File: src/rtl/output_port_arbiter.sv
// output_port_arbiter: round-robin, packet-locked arbiter for one mesh router output port.
// Flit codes fall back to local defaults when include/parameters.sv is not part of the build.
`ifndef HEADER
`define HEADER 3'd1
`endif
`ifndef PAYLOAD
`define PAYLOAD 3'd2
`endif
`ifndef TAIL
`define TAIL 3'd3
`endif

module output_port_arbiter #(
    parameter int NUM_IN = 5,
    parameter int SEL_W  = 3
) (
    input  logic                clk,
    input  logic                rst,
    input  logic [NUM_IN-1:0]   req,
    input  logic [NUM_IN-1:0]   empty,
    input  logic [3*NUM_IN-1:0] flit_id_in,
    input  logic                credit_avail,
    output logic [NUM_IN-1:0]   grant,
    output logic [NUM_IN-1:0]   read_en,
    output logic [SEL_W-1:0]    xbar_sel,
    output logic                valid_out,
    output logic                busy
);
    typedef enum logic {IDLE, LOCKED} state_t;
    state_t state, state_nx;
    logic [NUM_IN-1:0] elig, grant_nx;
    logic [SEL_W-1:0] rr_ptr, rr_nx, sel_nx, win, idx;
    logic [2:0] owner_id;
    logic found, xfer;
    always_comb begin
        elig = '0;
        owner_id = '0;
        for (int i = 0; i < NUM_IN; i++) begin
            elig[i] = req[i] & ~empty[i] & (flit_id_in[3*i +: 3] == `HEADER);
            if (xbar_sel == SEL_W'(i)) owner_id = flit_id_in[3*i +: 3];
        end
        found = 1'b0;
        win = '0;
        idx = '0;
        // scan starts just past the last winner, wrapping modulo NUM_IN
        for (int k = 1; k <= NUM_IN; k++) begin
            idx = SEL_W'((int'(rr_ptr) + k) % NUM_IN);
            if (!found && elig[idx]) begin
                found = 1'b1;
                win = idx;
            end
        end
    end
    assign xfer = (state == LOCKED) & ~empty[xbar_sel] & credit_avail;
    assign read_en = xfer ? grant : '0;
    assign valid_out = xfer;
    assign busy = (state == LOCKED);
    always_comb begin
        state_nx = state;
        grant_nx = grant;
        sel_nx = xbar_sel;
        rr_nx = rr_ptr;
        if (state == IDLE && found) begin
            state_nx = LOCKED;
            grant_nx = NUM_IN'(1) << win;
            sel_nx = win;
            rr_nx = win;
        end else if (state == LOCKED && xfer && owner_id == `TAIL) begin
            state_nx = IDLE;
            grant_nx = '0;
        end
    end
    always_ff @(posedge clk) begin
        if (rst) begin
            state <= IDLE;
            grant <= '0;
            xbar_sel <= '0;
            rr_ptr <= SEL_W'(NUM_IN - 1);
        end else begin
            state <= state_nx;
            grant <= grant_nx;
            xbar_sel <= sel_nx;
            rr_ptr <= rr_nx;
        end
    end
endmodule
File: config.mk
export PLATFORM = sky130hd
export DESIGN_NAME = output_port_arbiter
export DESIGN_NICKNAME = d
export VERILOG_FILES = /design/src/rtl/output_port_arbiter.sv
export SDC_FILE = /design/constraint.sdc
export NUM_CORES = 1
export LEC_CHECK = 0
export CORE_UTILIZATION = 35
export DETAILED_ROUTE_END_ITERATION = 8
export PLACE_DENSITY = 0.52
export REMOVE_ABC_BUFFERS = 1
export SLEW_MARGIN = 20
export SYNTH_ARGS = -nofsm -noshare
export SYNTH_HDL_FRONTEND = slang
export SYNTH_SLANG_ARGS = --single-unit
File: constraint.sdc
create_clock -name clk -period 10.7 [get_ports clk]
set_clock_uncertainty 0.15 [all_clocks]
set_input_delay 2.14 -clock clk [delete_from_list [all_inputs] [get_ports clk]]
set_output_delay 2.14 -clock clk [all_outputs]
set_load 0.005 [all_outputs]
== After elaboration in Yosys (flattened, before gate mapping) ==
Cells that the tools add are included.

* Memory bits (writable): 0
* Logic and storage cells: 95
* Bits in read-only memories: 0
* Latch bits: 0
* Bits of input ports: 28
* Memories: 0
* Output and inout bits: 15
* Bits in registers: 12

* Div/mod/pow operators: 5
* Order comparisons: 6
* Multiply operators: 0
* Add/sub/neg operators: 5
* Shift-type cells: 1
* Bitwise logic cells: 19
* Equality and inequality tests: 10
* Reduce and logical (&&, ||, !) cells: 13
* Muxes and demuxes: 32

{| class="wikitable"
|+ Operator list
! operator !! number
|-
| modulo 32 x 4 -> 32 bit (second input constant) || 5
|-
| two-way mux 3 bit || 10
|-
| < comparator 3 x 4 -> 1 bit (second input constant) || 6
|-
| binary-select mux 1 bit (select 3 bit) || 6
|-
| equality test 3 x 1 -> 1 bit (second input constant) || 6
|-
| two-way mux 5 bit || 3
|-
| two-way mux 1 bit || 13
|-
| AND 1 bit || 12
|-
| equality test 3 x 2 -> 1 bit (second input constant) || 3
|-
| adder 3 x 2 -> 4 bit (second input constant) || 2
|-
| adder 3 x 3 -> 4 bit (second input constant) || 2
|-
| logical AND 1 bit || 7
|-
| inverter 1 bit || 7
|-
| << shifter 1 x 3 -> 5 bit (first input constant) || 1
|-
| adder 3 x 1 -> 4 bit (second input constant) || 1
|-
| logical NOT 1 bit || 4
|-
| equality test 3 bit (second input constant) || 1
|-
| logical NOT 3 bit || 1
|-
| nonzero test 2 bit || 1
|}

== Depth between registers and ports, before layout ==
Gate-level depths: netlist (run 1).

* Depth in word-level cells: 20
* Depth in mapped cells: 21
* Depth with buffers taken out: 18

== Worst setup path before layout (run 1) ==
OpenSTA, ideal clock, no wires.

* Kind: input port to output port
* From: input empty[3]
* To: output read_en[0]
* Path buffers: 1
* Data arrival time: 3.183 ns
* Required time: 8.410 ns
* Stages: 5
* Path slack: 5.227 ns
* Path through: mux4_2 -> o21ai_0 -> and3_1 -> clkbuf_1 -> and2_1

* Word-level cells in the longest chain between the ends: 6

{| class="wikitable"
|+ Ends and longest elaborated chain
! what !! line !! RTL
|-
| start: declaration || 20 || <nowiki>input logic [NUM_IN-1:0] empty,</nowiki>
|-
| binary-select mux 1 bit (select 3 bit) || 54 || <nowiki>assign xfer = (state == LOCKED) & ~empty[xbar_sel] & credit_avail;</nowiki>
|-
| two-way mux 1 bit (implied by the code) || 54 ||
|-
| inverter 1 bit || 54 ||
|-
| AND 1 bit (2 in a row) || 54 ||
|-
| named net valid_out || 26 || <nowiki>output logic valid_out,</nowiki>
|-
| two-way mux 5 bit || 55 || <nowiki>assign read_en = xfer ? grant : '0;</nowiki>
|-
| end: declaration || 24 || <nowiki>output logic [NUM_IN-1:0] read_en,</nowiki>
|}

The timed path passes the listed nets, and every way through them passes these cells. The select of a mux whose other input is x is not followed.

== Worst setup path after layout (run 1) ==
* From: input empty[3]
* To: output read_en[3]

* Word-level cells in the longest chain between the ends: 6

{| class="wikitable"
|+ Ends and longest elaborated chain
! what !! line
|-
| binary-select mux 1 bit (select 3 bit) || 54
|-
| two-way mux 1 bit (implied by the code) || 54
|-
| inverter 1 bit || 54
|-
| AND 1 bit (2 in a row) || 54
|-
| two-way mux 5 bit || 55
|}

No other way between the ends. The select of a mux whose other input is x is not followed.

==> results of run 1 <==
## cell families after synthesis
family                     after synthesis  share of synthesized area [%]
xor gates and xnor gates                 9                           3.45
DFF                                     10                           7.08
adders and majority gates               24                           10.6
muxes                                   15                           5.93
buffers and inverters                   42                           6.86
and+or+nand+nor                        160                           31.4
AOI/OAI and AO/OA                      131                           34.6
## layout by cell type (no fill, tap or decap), types with 10 or more instances in the layout
cell type and n:
clkdlybuf4s50_1 42, inv_1 14, ha_1 24, o21ai_0 19, nor2_1 25, dfxtp_1 10, nand2b_1 10, nand2_1 36
mux2i_1 10, nand3_1 20, a21oi_1 22
## where the power goes
group | internal (µW) | switching (µW) | leakage, µW
combinational | 329 | 480 | 0.00110
clock | 24.6 | 14.5 | 0.0000216
sequential | 48.6 | 10.0 | 0.0000820
total | 402 | 505 | 0.00120
## layer usage
| metal | share of wire, % | track usage (%) | routed length, µm |
|---|---|---|---|
| met1 | 47 | 29.0 | 4200 |
| met2 | 47 | 36.3 | 4180 |
| met3 | 3.9 | 1.49 | 343 |
| met4 | 1.7 | 3.78 | 152 |
| met5 | 0 | 0 | 0 |
## state kept, by name (all words and copies together) (netlist names)
register / count
xbar_sel: 3
busy: 1
grant: 5
rr_ptr: 1
## final cells by class
type / count / area share [%]
clock buffers: 3 / 1.25
inverters: 17 / 1.93
multi-input cells: 339 / 73.5
flip-flops and latches: 10 / 6.05
well taps: 102 / 3.85
repair buffers: 45 / 13.4
## through the flow
stage | setup slack, ns | hold slack (ns) | total power, µW | instance area [µm²] | cells
after CTS | 4.29 | 0.339 | 901 | 3310 | 516
after global placement | 4.32 | 0.325 | 851 | 3270 | 513
after global routing | 4.17 | 0.358 | 999 | 3310 | 516
after floorplan | 4.78 | 0.306 | 671 | 2700 | 366
after detailed placement | 4.29 | 0.327 | 858 | 3270 | 513
final | 4.32 | 0.335 | 907 | 3310 | 516
## tightest hold or removal path, cell delays in order (launching register included)
cell and delay, ns:
dfxtp_1 0.32, nand2_1 0.06, o41ai_1 0.06
## worst min-delay path by stage
stage                                  endpoint                  start  slack (ns)
after global placement    grant[3]$_SDFFE_PP0P_  grant[3]$_SDFFE_PP0P_        0.32
after global routing      grant[4]$_SDFFE_PP0P_  grant[4]$_SDFFE_PP0P_        0.36
after floorplan           grant[3]$_SDFFE_PP0P_  grant[3]$_SDFFE_PP0P_        0.31
final                     grant[3]$_SDFFE_PP0P_  grant[3]$_SDFFE_PP0P_        0.34
after CTS                 grant[3]$_SDFFE_PP0P_  grant[3]$_SDFFE_PP0P_        0.34
after detailed placement  grant[3]$_SDFFE_PP0P_  grant[3]$_SDFFE_PP0P_        0.33
==> reports/metrics.cfg, run 1 <==
[status]
status=complete, no violations

[job]
max-cap-violations=0

[timing]
slew_viol_final=0
fin_crit_sh_pct=59.6
maxSlewHeadroom_pct=44.8
rsz0062_at_grt=false
finalSetupViolations=0
min_period_ns=6.38
tightest_slew_ns=0.817
hold_viol_final=0
max_freq_mhz=157
final.setup.tns_ns=0

[logic_synthesis]
synth.distinct_cells=83
yosysWarnings=0
ys_top_cells_by_area=ha_1 11%, dfxtp_1 7.1%, nand2_1 4.8%
synth_seq_cells=10
synth_most_common_cell=nand2_1
synth_edf_count=0
yosysTopAreaCell=ha_1
syn_area_per_cell_um2=7.24
synthTopCellsByCount=36 x nand2_1, 25 x nor2_1, 24 x ha_1, 22 x a21oi_1, 20 x nand3_1
synthFlopType=dfxtp_1
ys_async_sr_fraction_pct=0
synth_cells=391
synth_top_area_share_pct=10.6
ys_seq_area_share_pct=7.08
syn_area_um2=2830

[placement]
gp_congestion=0.839
port_buffers=42
dp_hpwl_um=6830

[critical_path]
critPathMaxFanout=7
r2r-end=xbar_sel[0]$_SDFFE_PP0P_
cp_slowest_cell=clkdlybuf4s50_1
crit_path_start_kind=primary input
worstPathCellList=clkdlybuf4s50_1, mux4_2, o21ai_0, and3_1, and2_1, clkdlybuf4s50_1
ff2ff_setup_slack_ns=4.79
worstSetupStartpoint=empty[3]
path_delay_family=buffers and inverters
crit_top_cell=clkdlybuf4s50_1
cp.depth=6
cp.required_ns=8.41
worstSetupEndpoint=read_en[3]
reg2reg_depth=20
critical_path.max_stage_delay_ns=0.49
cp-end-kind=output pin
critPathKind=primary input to output pin
r2r-start=xbar_sel[0]$_SDFFE_PP0P_
crit_buf_inv=2
critPathArrivalTime_ns=4.09

[global_route]
grt_max_degree=42
grt_pass1_vias=2973
grt_use_total_pct=21.1
grt_pass1_wl_um=14600
antenna_found_initial=0
overflow=0

[clock_network]
clk_latency_ns=0.24
htree_levels=1
cts-root-buf=clkbuf_8
hold_buffers=0
cts.sinks=10
cts_buffers=3
cts_resized=0
clk_pin_slew_ns=0.05
clock_path_buffers=2
cts_setup_buffers=0
cts_tree=done

[detailed_routing]
ant_nets=0
vias=3149
drc=0
vias_per_cell=6.10
firstDrtPassIters=4
wl_um=8880
wl_per_cell_um=17.2
drt_iter0_markers=177

[floorplanning]
dieArea_um2=8450
die_x_um=91.9
row_count=32
core_area_um2=7770
ios=43
die_y_um=91.9
initial_utilization_pct=36.4

[pwr]
leakagePower_uw=0.00120
vdd_drop_max_mv=0.124
power_density_nw_per_um2=274

[layout]
postLayoutCoreUtil_pct=42.6
multi_input_area_um2=2430
n_antenna_cell=0
area_growth_pct=17.0
final_nets=468
ff_latch_area_um2=200
drive_above_1_share_pct=8.70
n_fill_cell=811

[min_path]
hold_depth=2
hp-class=flip-flop to flip-flop

Note: power is estimated with default switching activity, not from simulation.
==> inputs of run 2 (changes only) <==
--- a/config.mk
+++ b/config.mk
@@ -7,7 +7,7 @@
 export LEC_CHECK = 0
 export CORE_UTILIZATION = 35
 export DETAILED_ROUTE_END_ITERATION = 8
-export PLACE_DENSITY = 0.52
+export PLACE_DENSITY = 0.54
 export REMOVE_ABC_BUFFERS = 1
 export SLEW_MARGIN = 20
 export SYNTH_ARGS = -nofsm -noshare
==> constraint.sdc (replaced) <==
create_clock -name clk -period 5.6 [get_ports clk]
set_clock_uncertainty 0.15 [all_clocks]
set_input_delay 1.12 -clock clk [delete_from_list [all_inputs] [get_ports clk]]
set_output_delay 1.12 -clock clk [all_outputs]
set_load 0.005 [all_outputs]
==> run 2 against run 1 <==
  * Wire length rose by 5.3%
  * Clock power is 130% higher
  * Utilization grew 0.76 points
  * Critical endpoint is now xbar_sel[0]$_SDFFE_PP0P_
  * Largest cell class unchanged
  * Highest routed layer unchanged
  * Global-route usage is 1.4 points higher
  * Cell area rose by 1.8%
  * Die area did not move
  * First-iteration DRC count shrank 31%
==> reports/metrics.cfg, run 2 (synthesis results as in run 1) <==
[status]
status=complete, no violations

[job]
max-cap-violations=0

[clock_network]
clk_latency_ns=0.24
cts-root-buf=clkbuf_8
clock_path_buffers=2
htree_levels=1
cts_tree=done
clk_pin_slew_ns=0.05
hold_buffers=0
cts_buffers=3
cts.sinks=10
cts_setup_buffers=0
cts_resized=0

[layout]
postLayoutCoreUtil_pct=43.4
mostFrequentLayoutCells=42 x clkdlybuf4s50_1, 36 x nand2_1, 25 x nor2_1
n_antenna_cell=0
final_nets=474
fin_area_um2=3370
area_growth_pct=19.1
drive_above_1_share_pct=10.2
largest_register=grant
largestRegisters=grant x5, xbar_sel x3
mostFrequentLayoutCell=clkdlybuf4s50_1
largest_reg_flops=5

[pwr]
combPwrFrac_pct=87.4
pwr-share-seq_pct=7.4
power_uw=1760
p_int_uw=792
power_density_nw_per_um2=523
vdd_drop_max_mv=0.175
switchingPower_uw=971
p_sw_share_pct=55.1
leakagePower_uw=0.00124
clkPwrFrac_pct=5.2

[timing]
min_period_ns=5.11
max_freq_mhz=196
rsz0062_at_grt=false
tightest_slew_ns=1.18
maxSlewHeadroom_pct=20.2
slew_viol_final=0
hold_viol_final=0
fin_crit_sh_pct=91.2
finalSetupViolations=0

[min_path]
hp-class=flip-flop to flip-flop

[floorplanning]
die_y_um=91.9
dieArea_um2=8450
ios=43
initial_utilization_pct=36.4
die_x_um=91.9
core_area_um2=7770
row_count=32

[placement]
gp_congestion=0.864
port_buffers=42
dp_hpwl_um=7330
dpl_cell_area_um2=3310

[global_route]
overflow=0
antenna_found_initial=0
grt_pass1_vias=3083
grt_max_degree=35
grt_use_total_pct=22.5
grt_pass1_wl_um=15300

[critical_path]
critical_path.max_stage_delay_ns=0.86
cp.required_ns=5.62
critPathArrivalTime_ns=5.13
cp-end-kind=flip-flop
critPathMaxFanout=19
critPathKind=flip-flop to flip-flop
cp_slowest_cell=dfxtp_1
crit_path_start_kind=flip-flop
worstPathCellList=inv_1, ha_1, o21ai_1, nand2_1, xnor2_1, ha_1, nand2b_1, o211a_1, o21ai_1, o311ai_1, o41ai_4, a211oi_4, or4b_1, o2bb2ai_2, mux2_2, nor2_2

[detailed_routing]
vias=3199
ant_nets=0
wl_um=9350
drt_iter0_markers=122
wl_per_cell_um=17.9
firstDrtPassIters=5
vias_per_cell=6.12
drc=0

==> run 2: cell count changes in the layout (fill, tap and decap cells not counted) <==
cell / previous run / this run
buf_4: 3 / 9
clkbuf_8: 3 / 4
==> run 2: layer usage <==
layer  vias up  part of all wire [%]  global-route usage, %
li1       1554                     -                      -
met1      1502                    45                   30.1
met2       123                    46                   37.9
met3        20                   5.6                   1.58
met4         0                   2.8                   7.68
met5         -                     0                      0
==> run 2: layout make-up <==
class	count	area, µm²
well taps	102	128
flip-flops and latches	10	200
clock buffers	4	55.1
inverters	17	63.8
multi-input cells	339	2430
fillers	803	4400
repair buffers	51	488
==> run 2: metrics by stage <==
stage,setup slack (ns),std cells,hold slack [ns],setup TNS [ns]
3_5_place_dp,0.548,519,0.329,0
2_1_floorplan,-0.318,366,0.306,-1.41
3_3_place_gp,0.583,519,0.323,0
6_report,0.491,523,0.334,0
5_1_grt,0.122,523,0.354,0
4_1_cts,0.515,523,0.337,0
==> run 2: path summary, 6_finish.rpt <==
| path | from | end | slack [ns] | depth (start not counted) |
|---|---|---|---|---|
| worst min register to register | grant[4]$_SDFFE_PP0P_ | grant[4]$_SDFFE_PP0P_ | 0.33 | 2 |
| worst max register to register | rr_ptr[2]$_SDFFE_PP1P_ | xbar_sel[0]$_SDFFE_PP0P_ | 0.49 | 16 |
| worst max-delay path | rr_ptr[2]$_SDFFE_PP1P_ | xbar_sel[0]$_SDFFE_PP0P_ | 0.49 | 16 |
| worst min-delay path | grant[4]$_SDFFE_PP0P_ | grant[4]$_SDFFE_PP0P_ | 0.33 | 2 |
==> run 2: power by group through the flow <==
stage,registers (µW),clock network [µW],logic (µW)
floorplan,134,0,1150
global placement,131,0,1500
detailed placement,133,0,1520
CTS,131,92.4,1530
global route,134,94.2,1700
finish,130,91.6,1540
==> run 2: critical path: cells and delay by family (launching register included) <==
| family | cells | cell delay [ns] |
|---|---|---|
| AO/OA/AOI/OAI | 7 | 1.78 |
| flip-flops | 1 | 0.86 |
| AND/OR/NAND/NOR | 4 | 0.79 |
| adder cells (fa/ha/maj) | 2 | 0.67 |
| buffers and inverters | 1 | 0.31 |
| multiplexers | 1 | 0.29 |
| XOR/XNOR | 1 | 0.20 |
